--- config.mk ---
export PLATFORM = sky130hd
export DESIGN_NAME = data_ram_arbiter_flat
export DESIGN_NICKNAME = d
export VERILOG_FILES = /design/src/rtl/data_ram_arbiter_if.sv /design/src/rtl/data_ram_arbiter.sv /design/src/flat_wrapper.sv
export SDC_FILE = /design/constraint.sdc
export NUM_CORES = 1
export LEC_CHECK = 0
export CAP_MARGIN = 25
export CORE_UTILIZATION = 39
export DETAILED_ROUTE_END_ITERATION = 12
export PLACE_DENSITY = 0.78
export SLEW_MARGIN = 25
export SYNTH_ARGS = -nofsm -noshare
export SYNTH_HDL_FRONTEND = slang
export SYNTH_SLANG_ARGS = --single-unit
--- constraint.sdc ---
create_clock -name clk -period 4 [get_ports clk]
set_clock_uncertainty 0.1 [all_clocks]
set_input_delay 1.2 -clock clk [delete_from_list [all_inputs] [get_ports clk]]
set_output_delay 1.2 -clock clk [all_outputs]
set_load 0.03 [all_outputs]
--- src/rtl/data_ram_arbiter_if.sv ---
// Purpose : bundle of the two requester ports and the data RAM port of data_ram_arbiter.
// Latency : none, wires only.
// Backpressure: none here; requesters hold req until gnt.
// Ports   : slave  = arbiter view (requests in, grants/responses/RAM drive out)
//           master = environment view (requesters plus RAM model)
interface data_ram_arbiter_if #(
  parameter int DATA_W = 32
);
  logic              req0, req1;
  logic              we0, we1;
  logic [DATA_W-1:0] addr0, addr1;
  logic [3:0]        sel0, sel1;
  logic [DATA_W-1:0] wdata0, wdata1;
  logic              gnt0, gnt1;
  logic              rvalid0, rvalid1;
  logic [DATA_W-1:0] rdata0, rdata1;
  logic              ram_en, ram_we;
  logic [DATA_W-1:0] ram_addr;
  logic [3:0]        ram_sel;
  logic [DATA_W-1:0] ram_wdata;
  logic [DATA_W-1:0] ram_rdata;

  modport slave (
    input  req0, req1, we0, we1, addr0, addr1, sel0, sel1, wdata0, wdata1, ram_rdata,
    output gnt0, gnt1, rvalid0, rvalid1, rdata0, rdata1,
           ram_en, ram_we, ram_addr, ram_sel, ram_wdata
  );

  modport master (
    output req0, req1, we0, we1, addr0, addr1, sel0, sel1, wdata0, wdata1, ram_rdata,
    input  gnt0, gnt1, rvalid0, rvalid1, rdata0, rdata1,
           ram_en, ram_we, ram_addr, ram_sel, ram_wdata
  );
endinterface

--- src/rtl/data_ram_arbiter.sv ---
// Purpose : shares the single-port data RAM between port 0 (MEM stage) and port 1 (aux master).
// Latency : gnt in cycle T (combinational), RAM access T+1, rvalid/rdata T+2; one access per 3 cycles.
// Backpressure: requesters hold req until gnt; no grant outside IDLE.
// Ports   : clk, rst (sync, active-high), bus (data_ram_arbiter_if.slave).
// Config  : DRAM_ARB_RR_EN defined -> round-robin on conflict; undefined -> port 0 fixed priority.
//           Either way a port that lost STARVE_LIMIT conflicts in a row wins the next one.
module data_ram_arbiter #(
  parameter int DATA_W       = 32,
  parameter int STARVE_LIMIT = 4
) (
  input logic             clk,
  input logic             rst,
  data_ram_arbiter_if.slave bus
);

  typedef enum logic [1:0] {IDLE, ACCESS, RESP} state_t;
  typedef logic [3:0] starve_t;
  localparam starve_t LIMIT = starve_t'(STARVE_LIMIT);

  state_t            state, state_nxt;
  logic              grant_any;
  logic              win;            // 0 = port 0, 1 = port 1
  logic              cmd_we, cmd_port;
  logic [DATA_W-1:0] cmd_addr, cmd_wdata;
  logic [3:0]        cmd_sel;
  logic [DATA_W-1:0] rdata0_q, rdata1_q;
  starve_t           starve0, starve1;
`ifdef DRAM_ARB_RR_EN
  logic              last_winner;
`endif

  // Winner selection; starvation overrides the policy, port 0 first if both starve.
  always_comb begin
    win = 1'b0;
    if (bus.req0 && bus.req1) begin
      if (starve0 == LIMIT)      win = 1'b0;
      else if (starve1 == LIMIT) win = 1'b1;
      else begin
`ifdef DRAM_ARB_RR_EN
        win = ~last_winner;
`else
        win = 1'b0;
`endif
      end
    end else begin
      win = bus.req1;
    end
  end

  always_comb begin
    state_nxt = state;
    grant_any = 1'b0;
    case (state)
      IDLE: begin
        if (bus.req0 || bus.req1) begin
          grant_any = 1'b1;
          state_nxt = ACCESS;
        end
      end
      ACCESS:  state_nxt = RESP;
      RESP:    state_nxt = IDLE;
      default: state_nxt = IDLE;
    endcase
  end

  // Grants are masked during reset so nothing is accepted on the reset edge.
  assign bus.gnt0      = grant_any && !rst && !win;
  assign bus.gnt1      = grant_any && !rst &&  win;
  assign bus.ram_en    = (state == ACCESS);
  assign bus.ram_we    = (state == ACCESS) && cmd_we;
  assign bus.ram_addr  = cmd_addr;
  assign bus.ram_sel   = cmd_sel;
  assign bus.ram_wdata = cmd_wdata;
  assign bus.rvalid0   = (state == RESP) && !cmd_port;
  assign bus.rvalid1   = (state == RESP) &&  cmd_port;
  assign bus.rdata0    = rdata0_q;
  assign bus.rdata1    = rdata1_q;

  always_ff @(posedge clk) begin
    if (rst) begin
      state     <= IDLE;
      cmd_we    <= 1'b0;
      cmd_port  <= 1'b0;
      cmd_addr  <= '0;
      cmd_sel   <= '0;
      cmd_wdata <= '0;
      rdata0_q  <= '0;
      rdata1_q  <= '0;
      starve0   <= '0;
      starve1   <= '0;
`ifdef DRAM_ARB_RR_EN
      last_winner <= 1'b1;
`endif
    end else begin
      state <= state_nxt;
      if (grant_any) begin
        cmd_port  <= win;
        cmd_we    <= win ? bus.we1    : bus.we0;
        cmd_addr  <= win ? bus.addr1  : bus.addr0;
        cmd_sel   <= win ? bus.sel1   : bus.sel0;
        cmd_wdata <= win ? bus.wdata1 : bus.wdata0;
`ifdef DRAM_ARB_RR_EN
        last_winner <= win;
`endif
        // Winner's counter clears; the other one only counts if it was also requesting.
        if (win) begin
          starve1 <= '0;
          if (bus.req0 && starve0 != LIMIT) starve0 <= starve0 + 4'd1;
        end else begin
          starve0 <= '0;
          if (bus.req1 && starve1 != LIMIT) starve1 <= starve1 + 4'd1;
        end
      end
      // Read data is combinational from ram_addr, so capture it at the end of ACCESS.
      if (state == ACCESS) begin
        if (cmd_port) rdata1_q <= cmd_we ? '0 : bus.ram_rdata;
        else          rdata0_q <= cmd_we ? '0 : bus.ram_rdata;
      end
    end
  end

endmodule

--- src/flat_wrapper.sv ---
// flat-port wrapper written by rule: the top's interface ports become plain ports
module data_ram_arbiter_flat 
#(
  parameter int DATA_W       = 32,
  parameter int STARVE_LIMIT = 4
)
  (clk, rst, bus_req0, bus_req1, bus_we0, bus_we1, bus_addr0, bus_addr1, bus_sel0, bus_sel1, bus_wdata0, bus_wdata1, bus_ram_rdata, bus_gnt0, bus_gnt1, bus_rvalid0, bus_rvalid1, bus_rdata0, bus_rdata1, bus_ram_en, bus_ram_we, bus_ram_addr, bus_ram_sel, bus_ram_wdata);
  data_ram_arbiter_if #(.DATA_W(DATA_W)) bus_i ();
  input logic clk;
  input logic rst;
  input wire logic [$bits(bus_i.req0)-1:0] bus_req0;
  input wire logic [$bits(bus_i.req1)-1:0] bus_req1;
  input wire logic [$bits(bus_i.we0)-1:0] bus_we0;
  input wire logic [$bits(bus_i.we1)-1:0] bus_we1;
  input wire logic [$bits(bus_i.addr0)-1:0] bus_addr0;
  input wire logic [$bits(bus_i.addr1)-1:0] bus_addr1;
  input wire logic [$bits(bus_i.sel0)-1:0] bus_sel0;
  input wire logic [$bits(bus_i.sel1)-1:0] bus_sel1;
  input wire logic [$bits(bus_i.wdata0)-1:0] bus_wdata0;
  input wire logic [$bits(bus_i.wdata1)-1:0] bus_wdata1;
  input wire logic [$bits(bus_i.ram_rdata)-1:0] bus_ram_rdata;
  output wire logic [$bits(bus_i.gnt0)-1:0] bus_gnt0;
  output wire logic [$bits(bus_i.gnt1)-1:0] bus_gnt1;
  output wire logic [$bits(bus_i.rvalid0)-1:0] bus_rvalid0;
  output wire logic [$bits(bus_i.rvalid1)-1:0] bus_rvalid1;
  output wire logic [$bits(bus_i.rdata0)-1:0] bus_rdata0;
  output wire logic [$bits(bus_i.rdata1)-1:0] bus_rdata1;
  output wire logic [$bits(bus_i.ram_en)-1:0] bus_ram_en;
  output wire logic [$bits(bus_i.ram_we)-1:0] bus_ram_we;
  output wire logic [$bits(bus_i.ram_addr)-1:0] bus_ram_addr;
  output wire logic [$bits(bus_i.ram_sel)-1:0] bus_ram_sel;
  output wire logic [$bits(bus_i.ram_wdata)-1:0] bus_ram_wdata;
  assign bus_i.req0 = bus_req0;
  assign bus_i.req1 = bus_req1;
  assign bus_i.we0 = bus_we0;
  assign bus_i.we1 = bus_we1;
  assign bus_i.addr0 = bus_addr0;
  assign bus_i.addr1 = bus_addr1;
  assign bus_i.sel0 = bus_sel0;
  assign bus_i.sel1 = bus_sel1;
  assign bus_i.wdata0 = bus_wdata0;
  assign bus_i.wdata1 = bus_wdata1;
  assign bus_i.ram_rdata = bus_ram_rdata;
  assign bus_gnt0 = bus_i.gnt0;
  assign bus_gnt1 = bus_i.gnt1;
  assign bus_rvalid0 = bus_i.rvalid0;
  assign bus_rvalid1 = bus_i.rvalid1;
  assign bus_rdata0 = bus_i.rdata0;
  assign bus_rdata1 = bus_i.rdata1;
  assign bus_ram_en = bus_i.ram_en;
  assign bus_ram_we = bus_i.ram_we;
  assign bus_ram_addr = bus_i.ram_addr;
  assign bus_ram_sel = bus_i.ram_sel;
  assign bus_ram_wdata = bus_i.ram_wdata;
  data_ram_arbiter #(.DATA_W(DATA_W), .STARVE_LIMIT(STARVE_LIMIT)) u_core (.clk(clk), .rst(rst), .bus(bus_i));
endmodule
# Yosys cells after proc, flatten, opt, wreduce, memory -nomap -nowiden
# Index checks and enable logic that the tools add are counted.
# Widths: inputs -> output; s select.
# word_totals
latchBits	0
wordCells	56
mem_count	0
romBits	0
ramBits	0
reg_bits	144
output_inout_bits	138
# op_classes
reduce_logical	19
eq_ne	8
addsub	2
n_shift	0
multipliers	0
order_cmp	0
div	0
bitwise	1
muxes	16
# op_table
op	count
$mux 32	3
$mux 4	5
$logic_and 1x1->1	9
$add 4x1->4 const B	2
$eq 4x3->1 const B	2
$ne 4x3->1 const B	2
$reduce_and 2->1	4
$mux 1	6
$pmux 2 s2	1
$logic_not 1->1	3
$eq 2x1->1 const B	1
$eq 2x2->1 const B	1
$logic_not 2->1	1
$mux 2	1
$ne 2x1->1 const B	1
$ne 2x2->1 const B	1
$reduce_bool 2->1	1
$logic_or 1x1->1	1
$not 1->1	1

# Logic depth before layout (Yosys ltp)
# logic_depth
word_depth	6
depth_mapped	7

# Worst setup path after synthesis
# No wires, ideal clock.
# synth_timing
path_kind	input-to-output
startpoint	input port rst
endpoint	output port bus_gnt1
arrival_ns	2.342
path_stages	3
required_time_ns	2.700
path_buffers	1
slack_ns	0.358
cell_sequence	or4b_4 a211oi_4 buf_6
# synth_via
elab_chain_len	3
# synth_lines
element	line_no	source
start, declared	flat_wrapper.sv:10	input logic rst;
$logic_not 1->1	data_ram_arbiter.sv:68	assign bus.gnt1 = grant_any && !rst && win;
$logic_and 1x1->1 (2 in a row)	data_ram_arbiter.sv:68	
end, declared	flat_wrapper.sv:23	output wire logic [$bits(bus_i.gnt1)-1:0] bus_gnt1;
# No other way between the ends.

# Worst setup path after layout
# layout_timing
startpoint	input port bus_req1
endpoint	output port bus_gnt0
# layout_via
elab_chain_len	5
# layout_lines
element	line_no	source
start, declared	flat_wrapper.sv:12	input wire logic [$bits(bus_i.req1)-1:0] bus_req1;
$logic_or 1x1->1	data_ram_arbiter.sv:55	if (bus.req0 || bus.req1) begin
$mux 1	data_ram_arbiter.sv:55	
$mux 1	data_ram_arbiter.sv:53	case (state)
$logic_and 1x1->1	data_ram_arbiter.sv:67	assign bus.gnt0 = grant_any && !rst && !win;
$logic_and 1x1->1 (*)	data_ram_arbiter.sv:67	
end, declared	flat_wrapper.sv:22	output wire logic [$bits(bus_i.gnt0)-1:0] bus_gnt0;
# Mark *: on every way between the ends. The rest lies on a longest branch, timed or not.

==> key figures <==
Worst hold path
  • Min-Delay Path Class: reg2reg
  • Hold depth: 2
  • Hold Startpoint: u_core.bus.rdata1[22]
  • Hold Path End: u_core.bus.rdata1[22]

Pwr
  • Clock power share: 43.4%
  • Peak supply drop: between 0.0002 and 0.0003 V
  • PwrDens: about 440 mW/mm2
  • Lkg Pwr: around 0.0037 uW
  • Register share of total power: around 37%
  • Logic gate share of total power: between 10% and 20%
  • Int Power: approximately 3200 uW
  • Switching share of power: between 20% and 30%
  • Switching power total: roughly 1100 uW

Cells and area
  • Layout cells sized above 1: about 6.8%
  • Layout net count: between 1000 and 1500
  • Finished Core Util: between 60% and 70%
  • Fillcell total: 1152
  • Leading cell type in the layout, fill and taps excluded: clkdlybuf4s50_1
  • Most frequent cells in the layout: 308 x clkdlybuf4s50_1, 274 x nand2_1, 144 x dfxtp_1, 67 x a21oi_1, 56 x a22oi_1
  • Synth-to-Final Area Change: 68.3%

Synth
  • Post-synthesis simple-gate area fraction: 25.6%
  • Post-Syn Area per Cell: between 8 and 9 um2
  • Largest family of logic cells by synthesized area: simple AND/OR/NAND/NOR gates
  • Syn Inst Count: approximately 690
  • #FFs+latches synth: approximately 140
  • Synth Area in Compound Gates: 17.9%
  • Cell variety after synth: 40
  • Synth Warn #: 0
  • Synthesized cell area: 0.00570 mm2
  • Syn Nets: between 800 and 900
  • Xor and xnor area share after synthesis: 0%
  • Post-Synth Adder-Cell Area: less than 1%
  • Mux cell area share after synthesis: less than 1%
  • Seq/Total Area, Yosys: about half

STA
  • Final worst path period share: between 90% and 100%
  • Final min period: a little under 4 ns
  • Final WS setup: 0.104 ns
  • Highest Clock Rate: 0.257 GHz
  • Setup TNS: 0 ns
  • RSZ-0062 raised after global routing: no
  • Final hold viol count: 0
  • Worst Max-Slew Pin Slew: between 0.8 and 0.9 ns
  • Slew Limit Fails: 0
  • Slew Limit Headroom: between 40% and 50%
  • Setup violators final: 0

Global routing
  • First-pass GRT wire length: approximately 29000 um
  • Total GRT Usage: roughly 25%
  • Largest net degree at the start of global routing: 76
  • Antenna violations before repair: 1
  • GRT overflow: 0
  • Vias in the first global route: approximately 5700

Clock tree
  • CTS Buf Count: 17
  • Cts repair resizes: 0
  • Setup repair bufs after CTS: 0
  • Clock Tree Root: clkbuf_16
  • Skew-Pair Late Insertion Delay: roughly 0.41 ns
  • H-tree depth: 4
  • Clk slew on worst S/H paths: ~0.05 ns
  • CTS tree: done
  • # hold bufs at CTS: 0
  • Clock Path Buffers: 2
  • Sinks on Clock Net: approximately 140

Critical path
  • R2R depth: 7
  • Slowest cell delay on critical path: around 0.51 ns
  • Worst R2R Start: u_core.starve1[0]
  • Startpoint types: primary input
  • Critical path buffer and inverter count: 2
  • Worst path slowest cell: or4b_4
  • Critical-path maximum fanout: 2
  • Crit. End Element: output pin
  • R2R Path End: u_core.bus.ram_addr[13]
  • Worst path top cell family by delay: buffers and inverters
  • R2R setup slack: ~1.6 ns
  • CP Cell Sequence: clkdlybuf4s50_1 -> or4b_4 -> o22ai_4 -> buf_4
  • Worst Setup SP: bus_req1
  • Critical path arrival: roughly 2.6 ns
  • Critical path class: in2out
  • Data required, critical path: between 2 and 3 ns

Floorplan
  • Ports: 312
  • Die ar.: between 0.015 and 0.02 mm2
  • Initial core utilization: about two fifths
  • Die Wd: around 120 um
  • Die H: 123 um
  • # rows: between 40 and 50
  • Area of the core: 0.0140 mm2

Routing
  • Residual DRC: 0
  • Post-DRT Antenna Nets: 0
  • 1st-iter DRT viols: around 360
  • Vias per cell: just under 5
  • Avg WL per Cell: 16.3 um
  • Routed Wire Length: 19100 um
  • Via count: a little under 6000
  • Detailed Routing Iterations Pass 1: 5

Placed design
  • GP Congestion: 0.814
  • Dpl ws: around 0.12 ns
  • Dpl hpwl: approximately 13000 um
  • Number of buffer cells added on primary ports: about 310

Run status
  • Status: completed

Job
  • Max_cap viols: 0
worst max path at each step:
stage	to	slack (ns)	cells after the start
2_1_floorplan	bus_gnt1	0.36	3
3_3_place_gp	bus_gnt1	0.14	4
3_5_place_dp	bus_gnt0	0.12	4
4_1_cts	bus_gnt0	0.12	4
5_1_grt	bus_gnt0	0.07	4
6_report	bus_gnt0	0.10	4
state kept, by name, indices dropped and copies added (netlist names):
register	flops
u_core.bus.ram_sel	4
u_core.bus.rdata1	32
u_core.cmd_port	1
u_core.cmd_we	1
u_core.starve0	4
u_core.bus.ram_addr	32
u_core.bus.rdata0	32
u_core.bus.ram_wdata	32
u_core.starve1	4
u_core.state	2
layer usage:
layer	global-route usage [%]	vias up	part of all wire [%]	wire [um]
met5	0	-	0	0
li1	-	2886	-	-
met1	27.0	2662	37	7030
met2	43.3	237	50	9510
met4	11.7	0	2.5	483
met3	10.9	35	11	2070
area by class of cell:
class | instances | area [um2] | share of cell area, %
timing repair buffer | 322 | 3200 | 33.4
antenna | 1 | 2.50 | 0.0261
sequential | 144 | 2880 | 30.1
clock buffer | 20 | 457 | 4.76
tap | 180 | 225 | 2.35
multi-input combinational | 491 | 2560 | 26.8
inverter | 6 | 22.5 | 0.235
clock inverter | 11 | 234 | 2.44
Yosys cell counts:
cell / count / area (um2)
a22oi_2: 13 / 163
a22oi_1: 56 / 420
nand2b_1: 3 / 18.8
and4b_1: 1 / 10.0
nor3_1: 1 / 5.00
a21o_1: 1 / 7.51
a211oi_1: 1 / 7.51
mux2_2: 1 / 11.3
a21oi_1: 68 / 340
nand3b_1: 2 / 15.0
nor4b_4: 1 / 23.8
or4b_1: 1 / 10.0
buf_2: 4 / 20.0
clkbuf_8: 1 / 13.8
or3_1: 1 / 6.26
inv_1: 6 / 22.5
nand3_1: 3 / 15.0
nand4_1: 2 / 12.5
o211ai_1: 1 / 7.51
or3b_1: 1 / 8.76
or2_2: 1 / 6.26
nand2_1: 275 / 1030
a211oi_4: 1 / 20.0
and2_1: 2 / 12.5
or4b_4: 1 / 13.8
buf_6: 7 / 78.8
nor2b_1: 33 / 206
nor3b_1: 1 / 7.51
a31oi_1: 4 / 25.0
clkbuf_1: 31 / 116
buf_4: 3 / 22.5
dfxtp_1: 144 / 2880
nor2_1: 5 / 18.8
nand4b_1: 2 / 17.5
and4b_2: 1 / 11.3
ha_1: 4 / 50.1
a41oi_1: 1 / 8.76
o21ai_0: 1 / 5.00
o22ai_2: 1 / 12.5
and3b_1: 1 / 8.76
through the flow:
| step | area [um2] | power, uW | hold slack (ns) | std cells |
|---|---|---|---|---|
| finish | 9590 | 4260 | 0.351 | 1175 |
| global route | 9590 | 4430 | 0.372 | 1175 |
| CTS | 9580 | 4290 | 0.355 | 1174 |
| detailed placement | 8890 | 2430 | 0.347 | 1143 |
| global placement | 8890 | 2430 | 0.341 | 1143 |
| floorplan | 5700 | 2010 | 0.342 | 687 |
logic make-up (layout without fill, tap and decap cells):
logic type	after synthesis	after routing
multiplexers	1	1
flip-flops	144	144
buffers and inverters	52	359
AO/OA/AOI/OAI	148	148
AND/OR/NAND/NOR	338	338
adder cells (fa/ha/maj)	4	4
other	0	1
power by group through the flow:
stage / Sequential, uW / Combinational [uW] / Clock [uW]
final: 1590 / 818 / 1850
after global placement: 1620 / 813 / 0
after floorplan: 1790 / 222 / 0
after detailed placement: 1620 / 818 / 0
after global routing: 1600 / 874 / 1960
after CTS: 1590 / 821 / 1880
worst min-delay path: cells and delay by family, from the launching register on:
| family | cells | cell delay [ns] |
|---|---|---|
| and+or+nand+nor | 1 | 0.05 |
| AOI/OAI and AO/OA | 1 | 0.05 |
| DFF | 1 | 0.30 |
Note: power is estimated with default switching activity, not from simulation.
